<file path="config.mk">
export PLATFORM = sky130hd
export DESIGN_NAME = seg_scan_ctrl
export DESIGN_NICKNAME = d
export VERILOG_FILES = /design/src/rtl/seg_scan_ctrl.sv
export SDC_FILE = /design/constraint.sdc
export NUM_CORES = 1
export LEC_CHECK = 0
export ABC_AREA = 1
export BUFFER_PORTS_ARGS = -buffer_cell sky130_fd_sc_hd__buf_2
export CAP_MARGIN = 20
export CORE_ASPECT_RATIO = 0.75
export CORE_MARGIN = 5
export CORE_UTILIZATION = 50
export CTS_BUF_LIST = sky130_fd_sc_hd__clkbuf_16
export CTS_CLUSTER_SIZE = 8
export DETAILED_ROUTE_END_ITERATION = 10
export PLACE_DENSITY = 0.72
export SLEW_MARGIN = 15
export SYNTH_ARGS = -nofsm -noshare
export SYNTH_HDL_FRONTEND = slang
export SYNTH_SLANG_ARGS = --single-unit
</file>
<file path="constraint.sdc">
create_clock -name CLK100MHZ -period 3.3 [get_ports CLK100MHZ]
set_input_delay 0.33 -clock CLK100MHZ [delete_from_list [all_inputs] [get_ports CLK100MHZ]]
set_output_delay 0.33 -clock CLK100MHZ [all_outputs]
set_load 0.1 [all_outputs]
</file>
<file path="src/rtl/seg_scan_ctrl.sv">
// Seven-segment scan controller: one shared decoder multiplexed over the anodes.
// Optional build macro SEG_LEADING_ZERO_BLANK_EN suppresses leading-zero digits at commit.
module seg_scan_ctrl #(
    parameter int NUM_DIGITS   = 8,
    parameter int REFRESH_DIV  = 100000,
    parameter int BLANK_CYCLES = 1000
) (
    input  logic                    CLK100MHZ,
    input  logic                    CPU_RESETN,
    input  logic                    load,
    input  logic [4*NUM_DIGITS-1:0] value_in,
    input  logic [NUM_DIGITS-1:0]   digit_en_in,
    input  logic [NUM_DIGITS-1:0]   dp_in,
    output logic [3:0]              HEX,
    output logic [7:0]              AN,
    output logic                    DP,
    output logic                    frame_done,
    output logic                    update_pending
);

    typedef enum logic {
        ST_BLANK,
        ST_DRIVE
    } state_t;

    localparam int DW = (REFRESH_DIV > 1) ? $clog2(REFRESH_DIV) : 1;
    localparam logic [DW-1:0] DIV_LAST = DW'(REFRESH_DIV - 1);
    localparam logic [DW-1:0] BLANK_N = DW'(BLANK_CYCLES);
    localparam logic [2:0] SLOT_LAST = 3'(NUM_DIGITS - 1);
    localparam state_t ST_RST = (BLANK_CYCLES > 0) ? ST_BLANK : ST_DRIVE;

    // Scan position
    logic [DW-1:0] div_cnt;
    logic [DW-1:0] div_nxt;
    logic [2:0]    slot;
    logic [2:0]    slot_nxt;
    logic          wrap;
    logic          boundary;
    state_t        state;
    state_t        state_nxt;

    // Inputs padded to the full eight-digit width
    logic [31:0] in_val;
    logic [7:0]  in_en;
    logic [7:0]  in_dp;

    // Pending and active frame buffers
    logic [31:0] pend_val;
    logic [7:0]  pend_en;
    logic [7:0]  pend_dp;
    logic [31:0] act_val;
    logic [7:0]  act_en;
    logic [7:0]  act_dp;

    // Commit path
    logic        commit;
    logic [31:0] src_val;
    logic [7:0]  src_en;
    logic [7:0]  src_dp;
    logic [7:0]  commit_en;

    // Next registered outputs
    logic [7:0] an_nxt;
    logic [3:0] hex_nxt;
    logic       dp_nxt;

    assign in_val = 32'(value_in);
    assign in_en  = 8'(digit_en_in);
    assign in_dp  = 8'(dp_in);

    assign wrap     = (div_cnt == DIV_LAST);
    assign boundary = wrap && (slot == SLOT_LAST);

    // A load on the boundary bypasses the pending buffer
    assign commit  = boundary && (load || update_pending);
    assign src_val = load ? in_val : pend_val;
    assign src_en  = load ? in_en : pend_en;
    assign src_dp  = load ? in_dp : pend_dp;

`ifdef SEG_LEADING_ZERO_BLANK_EN
    // Clear enables of the zero run starting at the top digit; digit 0 always stays
    function automatic logic [7:0] lz_mask(input logic [31:0] v);
        logic [7:0] m;
        logic       zrun;
        m    = 8'hFF;
        zrun = 1'b1;
        for (int i = 7; i >= 1; i--) begin
            zrun = zrun && (v[4*i +: 4] == 4'd0);
            if (zrun) begin
                m[i] = 1'b0;
            end
        end
        return m;
    endfunction
`else
    // Enables pass through unchanged
    function automatic logic [7:0] lz_mask(input logic [31:0] v);
        logic unused;
        unused = ^v;
        return 8'hFF;
    endfunction
`endif

    // Clearing the enable also clears the decimal point on the pin
    assign commit_en = src_en & lz_mask(src_val);

    // Divider, slot counter and phase register
    always_ff @(posedge CLK100MHZ or negedge CPU_RESETN) begin
        if (!CPU_RESETN) begin
            div_cnt <= '0;
            slot    <= '0;
            state   <= ST_RST;
        end else begin
            div_cnt <= div_nxt;
            slot    <= slot_nxt;
            state   <= state_nxt;
        end
    end

    // Next scan position; the phase follows the divider alone
    always_comb begin
        div_nxt   = div_cnt + 1'b1;
        slot_nxt  = slot;
        state_nxt = ST_DRIVE;
        if (wrap) begin
            div_nxt  = '0;
            slot_nxt = (slot == SLOT_LAST) ? 3'd0 : slot + 3'd1;
        end
        if (div_nxt < BLANK_N) begin
            state_nxt = ST_BLANK;
        end
    end

    // Output decode for the current slot; HEX settles during the blank gap
    always_comb begin
        an_nxt  = 8'hFF;
        dp_nxt  = 1'b1;
        hex_nxt = act_val[{slot, 2'b00} +: 4];
        unique case (state)
            ST_BLANK: begin
                an_nxt = 8'hFF;
            end
            ST_DRIVE: begin
                an_nxt[slot] = ~act_en[slot];
                dp_nxt       = ~(act_dp[slot] & act_en[slot]);
            end
            default: begin
                an_nxt = 8'hFF;
            end
        endcase
    end

    // Pending capture and frame-boundary commit into the active buffer
    always_ff @(posedge CLK100MHZ or negedge CPU_RESETN) begin
        if (!CPU_RESETN) begin
            pend_val       <= '0;
            pend_en        <= '0;
            pend_dp        <= '0;
            act_val        <= '0;
            act_en         <= '0;
            act_dp         <= '0;
            update_pending <= 1'b0;
        end else begin
            if (load) begin
                pend_val <= in_val;
                pend_en  <= in_en;
                pend_dp  <= in_dp;
            end
            if (commit) begin
                act_val <= src_val;
                act_en  <= commit_en;
                act_dp  <= src_dp;
            end
            if (boundary) begin
                update_pending <= 1'b0;
            end else if (load) begin
                update_pending <= 1'b1;
            end
        end
    end

    // Registered pin drivers; reset blanks the display without a clock
    always_ff @(posedge CLK100MHZ or negedge CPU_RESETN) begin
        if (!CPU_RESETN) begin
            AN         <= 8'hFF;
            HEX        <= 4'd0;
            DP         <= 1'b1;
            frame_done <= 1'b0;
        end else begin
            AN         <= an_nxt;
            HEX        <= hex_nxt;
            DP         <= dp_nxt;
            frame_done <= boundary;
        end
    end

endmodule

</file>
==> results.json, run 1 <==
{
  "io_pins": 66,
  "synth_mux_area_share_pct": 0,
  "vias_per_cell": 5.05,
  "yosys-top-cells-area": "dfrtp_1, nand2_1, nand3_1",
  "grt_pass1_vias": 4503,
  "critPathSlowestCell": "nand2_2",
  "die_w_um": 134,
  "crit_path_max_incr_delay_ns": 0.52,
  "crit_type": "reg2reg",
  "leakagePower_nw": 3.73,
  "fin_crit_sh_pct": 73.0,
  "vdd_drop_max_mv": 0.365,
  "synth-compound-area-share_pct": 3.53,
  "grt_max_degree": 65,
  "worst_ep_arrival_time_ns": 2.67,
  "synthCells": 717,
  "worst_ep_required_time_ns": 3.56,
  "fin_ws_ns": 0.891,
  "port_buffers": 65,
  "gr-total-overflow": 0,
  "fin_nets": 831,
  "cts_tree": "done",
  "die_height_um": 103,
  "max_slew_margin_pct": 41.0,
  "place_area_sq_mm": 0.00619,
  "maxCapViolCount": 0,
  "pre_cts_slack_ns": 0.903,
  "insertion_delay_ns": 0.41,
  "num_rows": 34,
  "synth-xor-area-share_pct": 0.303,
  "routedWlPerCell_um": 14.2,
  "dp_hpwl_um": 9020,
  "period_minus_slack_ns": 2.41,
  "ctsHoldBuffers": 1,
  "synthSimpleGateAreaFrac_pct": 32.2,
  "tightest_slew_ns": 0.882,
  "finClkSkew_ns": 0.00949,
  "ant_nets": 0,
  "core_area_sq_mm": 0.0114,
  "critical_path.most_common_cell": "nand2_1",
  "post_cts_buffers": 0,
  "cp_max_fo": 50,
  "antenna_found_initial": 0,
  "gp_congestion": 0.877,
  "drtIter0Drc": 332,
  "synth.net_count": 771,
  "worstHoldPathType": "in2reg",
  "status": "finished clean",
  "syn_area_sq_mm": 0.00578,
  "p_sw_mw": 0.822,
  "routed_wl_um": 13300,
  "dr_total_vias": 4720,
  "synth-seq-cells": 132,
  "fin_tns_setup_ns": 0,
  "ys_seq_area_share_pct": 57.4,
  "clkSinkCount": 132,
  "drc": 0,
  "worstPathCellList": "ha_1 -> nand2_1 -> inv_2 -> nand2_1 -> nor2_1 -> nand2_1 -> nor2_4 -> nand2_2 -> nor2_1 -> a21oi_1",
  "drtPass1Iterations": 5,
  "grt_setup_unrepaired": "false",
  "setup.worst_path.end_class": "flip-flop",
  "clkPwrFrac_pct": 49.5,
  "setup_viol": 0,
  "drive_above_1_share_pct": 14.8,
  "cts_buffer_depth": 2,
  "grt_pass1_wl_um": 22300,
  "yosysWarnings": 0,
  "area_delta_synth_final_pct": 17.1,
  "fp.dieArea_sq_mm": 0.0138,
  "syn_avg_cell_area_sq_um": 8.06,
  "combinationalPowerShare_pct": 4.3,
  "synth_top_family_by_area": "simple AND/OR/NAND/NOR gates",
  "start_util_pct": 50.5,
  "cts_resized": 0,
  "track_usage_pct": 20.5,
  "cts_htree_levels": 4,
  "clkTransAtPathRegs_ns": 0.06,
  "cellPowerDensity_mw_per_mm2": 539,
  "synthDistinctLibCells": 27,
  "synth_top_area_share_pct": 53.3,
  "clockRootBuffer": "clkbuf_16",
  "slew_viol_final": 0,
  "yosys.area.top_type": "dfrtp_1",
  "worst_setup_path_start_kind": "flip-flop",
  "fmax_ghz": 0.415,
  "p_seq_share_pct": 46.2,
  "finalHoldViolCount": 0,
  "p_int_mw": 2.82,
  "insertedDiodeCount": 0,
  "final_area_sq_mm": 0.00677,
  "sw_frac_of_total_pct": 22.5,
  "numCtsBuffers": 17,
  "synth_fa_ha_area_share_pct": 0.649
}
## worst max-delay path: cells and delay by family, from the launching register on
family	cells	cell delay [ns]
AOI/OAI and AO/OA	1	0.06
adders and majority gates	1	0.20
buffers and inverters	1	0.08
DFF	1	0.40
and+or+nand+nor	7	1.50
## sequential cells by signal, indices dropped and copies added, names as in the netlist
register and flops:
frame_done 1, act_en 8, div_cnt 17, AN 8, pend_en 8, HEX 4
act_val 32, update_pending 1, slot 3, act_dp 8, pend_val 32, DP 1
pend_dp 8, state 1
## synth_stat cells
cell type,n
ha_1,3
a211oi_1,1
o21ai_0,24
nor2_4,1
and2_1,1
buf_2,13
o21bai_1,1
o22ai_1,2
dfstp_2,9
a31oi_1,1
dfrtp_1,123
clkbuf_1,11
nand3b_1,1
nand4_1,5
o2111ai_1,4
nand2_2,2
or2_2,1
nand3_1,63
xor2_1,2
buf_1,4
nand2_1,305
inv_2,3
buf_6,4
nor3_1,4
nor2_1,82
inv_1,44
a21oi_1,3
## placed cells by master, fill, tap and decap left out, drive strengths merged, types with 2 or more instances in the layout
master	Yosys	routed
inv	47	50
a21oi	3	3
dfstp	9	9
nor3	4	4
dfrtp	123	123
nor2	83	83
o2111ai	4	4
clkinv	0	7
o21ai	24	24
xor2	2	2
nand4	5	5
ha	3	3
clkbuf	11	17
clkinvlp	0	3
o22ai	2	2
nand2	307	307
bufinv	0	2
buf	21	72
nand3	63	63
## metal layers
layer	vias to the layer above	wire length, um	GRT usage [%]
met1	2223	6610	30.5
met4	0	146	6.26
met2	132	5750	29.6
met5	-	0	0
li1	2352	-	-
met3	13	748	5.51
## cell families (layout without fill, tap and decap cells)
family          count (synthesis)  count (layout)
fa+ha+maj                       3               3
buf+inv                        79             152
simple gates                  465             465
xor+xnor                        2               2
flops                         132             132
compound gates                 36              36
## power groups by stage
stage | Sequential, mW | Combinational, mW | Clock [mW]
final | 1.68 | 0.157 | 1.80
after global routing | 1.69 | 0.185 | 1.90
after floorplan | 1.71 | 0.0707 | 0
after global placement | 1.71 | 0.154 | 0
after detailed placement | 1.71 | 0.160 | 0
after CTS | 1.68 | 0.161 | 1.83
## stage by stage
step	power (mW)	util [%]	instances	hold slack, ns
floorplan	1.78	-	717	0.0344
global placement	1.86	54.1	901	0.311
detailed placement	1.87	54.1	901	0.322
CTS	3.68	59.1	934	0.125
global route	3.78	59.1	934	0.132
finish	3.65	59.1	934	0.138
## worst paths after layout
kind | startpoint | endpoint | slack [ns] | cells past startpoint
max | div_cnt[0] | act_val[15] | 0.89 | 10
min | value_in[22] | pend_val[22] | 0.14 | 3
max in group asynchronous | CPU_RESETN | pend_val[18] | 2.06 | 3
max reg2reg | div_cnt[0] | act_val[15] | 0.89 | 10
min reg2reg | pend_val[1] | pend_val[1] | 0.47 | 2
min in group asynchronous | CPU_RESETN | div_cnt[14] | 0.42 | 2
## cell type report
class / instances / area (sq um)
well taps: 144 / 180
repair buffers: 73 / 403
clock inverters: 15 / 144
multi-input cells: 506 / 2120
clock buffers: 17 / 425
inverters: 47 / 176
flip-flops and latches: 132 / 3310
fillers: 1023 / 4680
(Power assumes the default switching activity.)
==> inputs of run 2 (changes only) <==
--- a/config.mk
+++ b/config.mk
@@ -14,7 +14,7 @@
 export CTS_BUF_LIST = sky130_fd_sc_hd__clkbuf_16
 export CTS_CLUSTER_SIZE = 8
 export DETAILED_ROUTE_END_ITERATION = 10
-export PLACE_DENSITY = 0.72
+export PLACE_DENSITY = 0.75
 export SLEW_MARGIN = 15
 export SYNTH_ARGS = -nofsm -noshare
 export SYNTH_HDL_FRONTEND = slang
==> constraint.sdc (replaced) <==
create_clock -name CLK100MHZ -period 2.2 [get_ports CLK100MHZ]
set_input_delay 0.22 -clock CLK100MHZ [delete_from_list [all_inputs] [get_ports CLK100MHZ]]
set_output_delay 0.22 -clock CLK100MHZ [all_outputs]
set_load 0.1 [all_outputs]
==> run 2 against run 1 <==
Against the previous run:
- sequential cell count did not move
- power rose by 58%
- combinational power rose by 50%
- hold slack got worse by 0.11 ns
==> results.json, run 2 (synthesis results as in run 1) <==
{
  "cts_tree": "done",
  "leakagePower_nw": 3.78,
  "critical_path.most_common_cell": "nand2_1",
  "fin_ws_ns": 0.290,
  "critPathSlowestCell": "dfrtp_1",
  "antenna_found_initial": 0,
  "crit_type": "reg2reg",
  "die_w_um": 134,
  "port_buffers": 65,
  "whs_ns": 0.0297,
  "clockRootBuffer": "clkbuf_16",
  "pre_cts_slack_ns": 0.349,
  "drc": 0,
  "fmax_ghz": 0.524,
  "worst_ep_required_time_ns": 2.53,
  "vdd_drop_max_mv": 0.597,
  "slew_viol_final": 0,
  "drtPass1Iterations": 5,
  "period_minus_slack_ns": 1.91,
  "fin_crit_sh_pct": 86.8,
  "worstPathCellList": "ha_1 -> nand2_1 -> inv_2 -> nand2_1 -> nor2_1 -> nand2_1 -> nor2_4 -> nand2_2 -> buf_4 -> nor2_1 -> a21oi_1",
  "cellPowerDensity_mw_per_mm2": 840,
  "grt_pass1_vias": 4636,
  "insertion_delay_ns": 0.41,
  "cp_max_fo": 50,
  "grt_setup_unrepaired": "false",
  "insertedDiodeCount": 0,
  "numCtsBuffers": 17,
  "worst_ep_arrival_time_ns": 2.24,
  "gr-total-overflow": 0,
  "layout_common_cells": "nand2_1, dfrtp_1, nor2_1",
  "worstHoldPathType": "in2reg",
  "io_pins": 66,
  "finish.utilization_pct": 59.9,
  "crit_path_max_incr_delay_ns": 0.41,
  "setup_viol": 0,
  "dr_total_vias": 4771,
  "num_rows": 34,
  "routedWlPerCell_um": 14.3,
  "start_util_pct": 50.5,
  "area_delta_synth_final_pct": 18.6,
  "critPathBufInv": 2,
  "drive_above_1_share_pct": 15.6,
  "drtIter0Drc": 406,
  "tightest_slew_ns": 0.700,
  "routed_wl_um": 13400,
  "max_slew_margin_pct": 53.3,
  "ant_nets": 0,
  "cts_htree_levels": 4,
  "fp.dieArea_sq_mm": 0.0138,
  "core_area_sq_mm": 0.0114,
  "clkSinkCount": 132,
  "cts_resized": 0,
  "status": "finished clean",
  "worst_setup_path_start_kind": "flip-flop",
  "cts_buffer_depth": 2,
  "mostFrequentLayoutCell": "nand2_1",
  "vias_per_cell": 5.09,
  "reg_top3": "act_val x32, pend_val x32, div_cnt x17",
  "gp_congestion": 0.859,
  "crit_family": "simple AND/OR/NAND/NOR gates",
  "finClkSkew_ns": 0.00784,
  "power.total_mw": 5.75,
  "grt_pass1_wl_um": 22600,
  "dp_hpwl_um": 8840,
  "clkTransAtPathRegs_ns": 0.06,
  "setup.worst_path.end_class": "flip-flop",
  "maxCapViolCount": 0,
  "die_height_um": 103,
  "grt_max_degree": 133,
  "fin_tns_setup_ns": 0,
  "finalHoldViolCount": 0,
  "fin_nets": 835,
  "track_usage_pct": 20.8
}
-- run 2: metal layers --
metal	vias to the layer above	global-route usage, %	part of all wire [%]
li1	2368	-	-
met1	2249	30.1	49
met2	138	31.5	45
met3	16	4.39	5.1
met4	0	7.04	1.2
met5	-	0	0
-- run 2: worst register-to-register path, stage by stage (launching register included) --
cell     delay, ns
dfrtp_1       0.41
ha_1          0.22
nand2_1       0.12
inv_2         0.05
nand2_1       0.08
nor2_1        0.05
nand2_1       0.12
nor2_4        0.05
nand2_2       0.05
buf_4         0.41
nor2_1        0.12
a21oi_1       0.15
-- run 2: power by group --
part | total, mW | switching (mW) | leakage, nW | internal [mW]
clock | 2.99 | 1.08 | 0.305 | 1.91
sequential | 2.53 | 0.0211 | 1.70 | 2.51
combinational | 0.235 | 0.159 | 1.77 | 0.0765
total | 5.75 | 1.26 | 3.78 | 4.49
-- run 2: area by class of cell --
| type | instances | area (sq um) |
|---|---|---|
| clock buffer | 17 | 425 |
| clock inverter | 15 | 203 |
| fill | 996 | 4590 |
| inverter | 47 | 176 |
| multi-input combinational | 506 | 2120 |
| sequential | 132 | 3310 |
| tap | 144 | 180 |
| timing repair buffer | 77 | 433 |
-- run 2: through the flow --
| stage | instance area, sq um | cells |
|---|---|---|
| 6_report | 6850 | 938 |
| 5_1_grt | 6850 | 938 |
| 4_1_cts | 6850 | 938 |
| 3_5_place_dp | 6220 | 905 |
| 3_3_place_gp | 6220 | 905 |
| 2_1_floorplan | 5780 | 717 |
-- run 2: worst paths after layout --
kind | cells past startpoint | to | slack [ns] | from
worst max register to register | 11 | act_val[15] | 0.29 | div_cnt[0]
worst max-delay path | 11 | act_val[15] | 0.29 | div_cnt[0]
worst min register to register | 2 | act_val[16] | 0.47 | act_val[16]
min in group asynchronous | 3 | div_cnt[9] | 0.41 | CPU_RESETN
max in group asynchronous | 3 | frame_done | 1.24 | CPU_RESETN
worst min-delay path | 3 | pend_val[20] | 0.03 | value_in[20]
-- run 2: repair_timing --
| action | in CTS | in global routing |
|---|---|---|
| endpoints found under the setup margin | 0 | 0 |
| endpoints found under the hold margin | 123 | 0 |
| setup buffers | 0 | 0 |
| hold buffers | 1 | 0 |
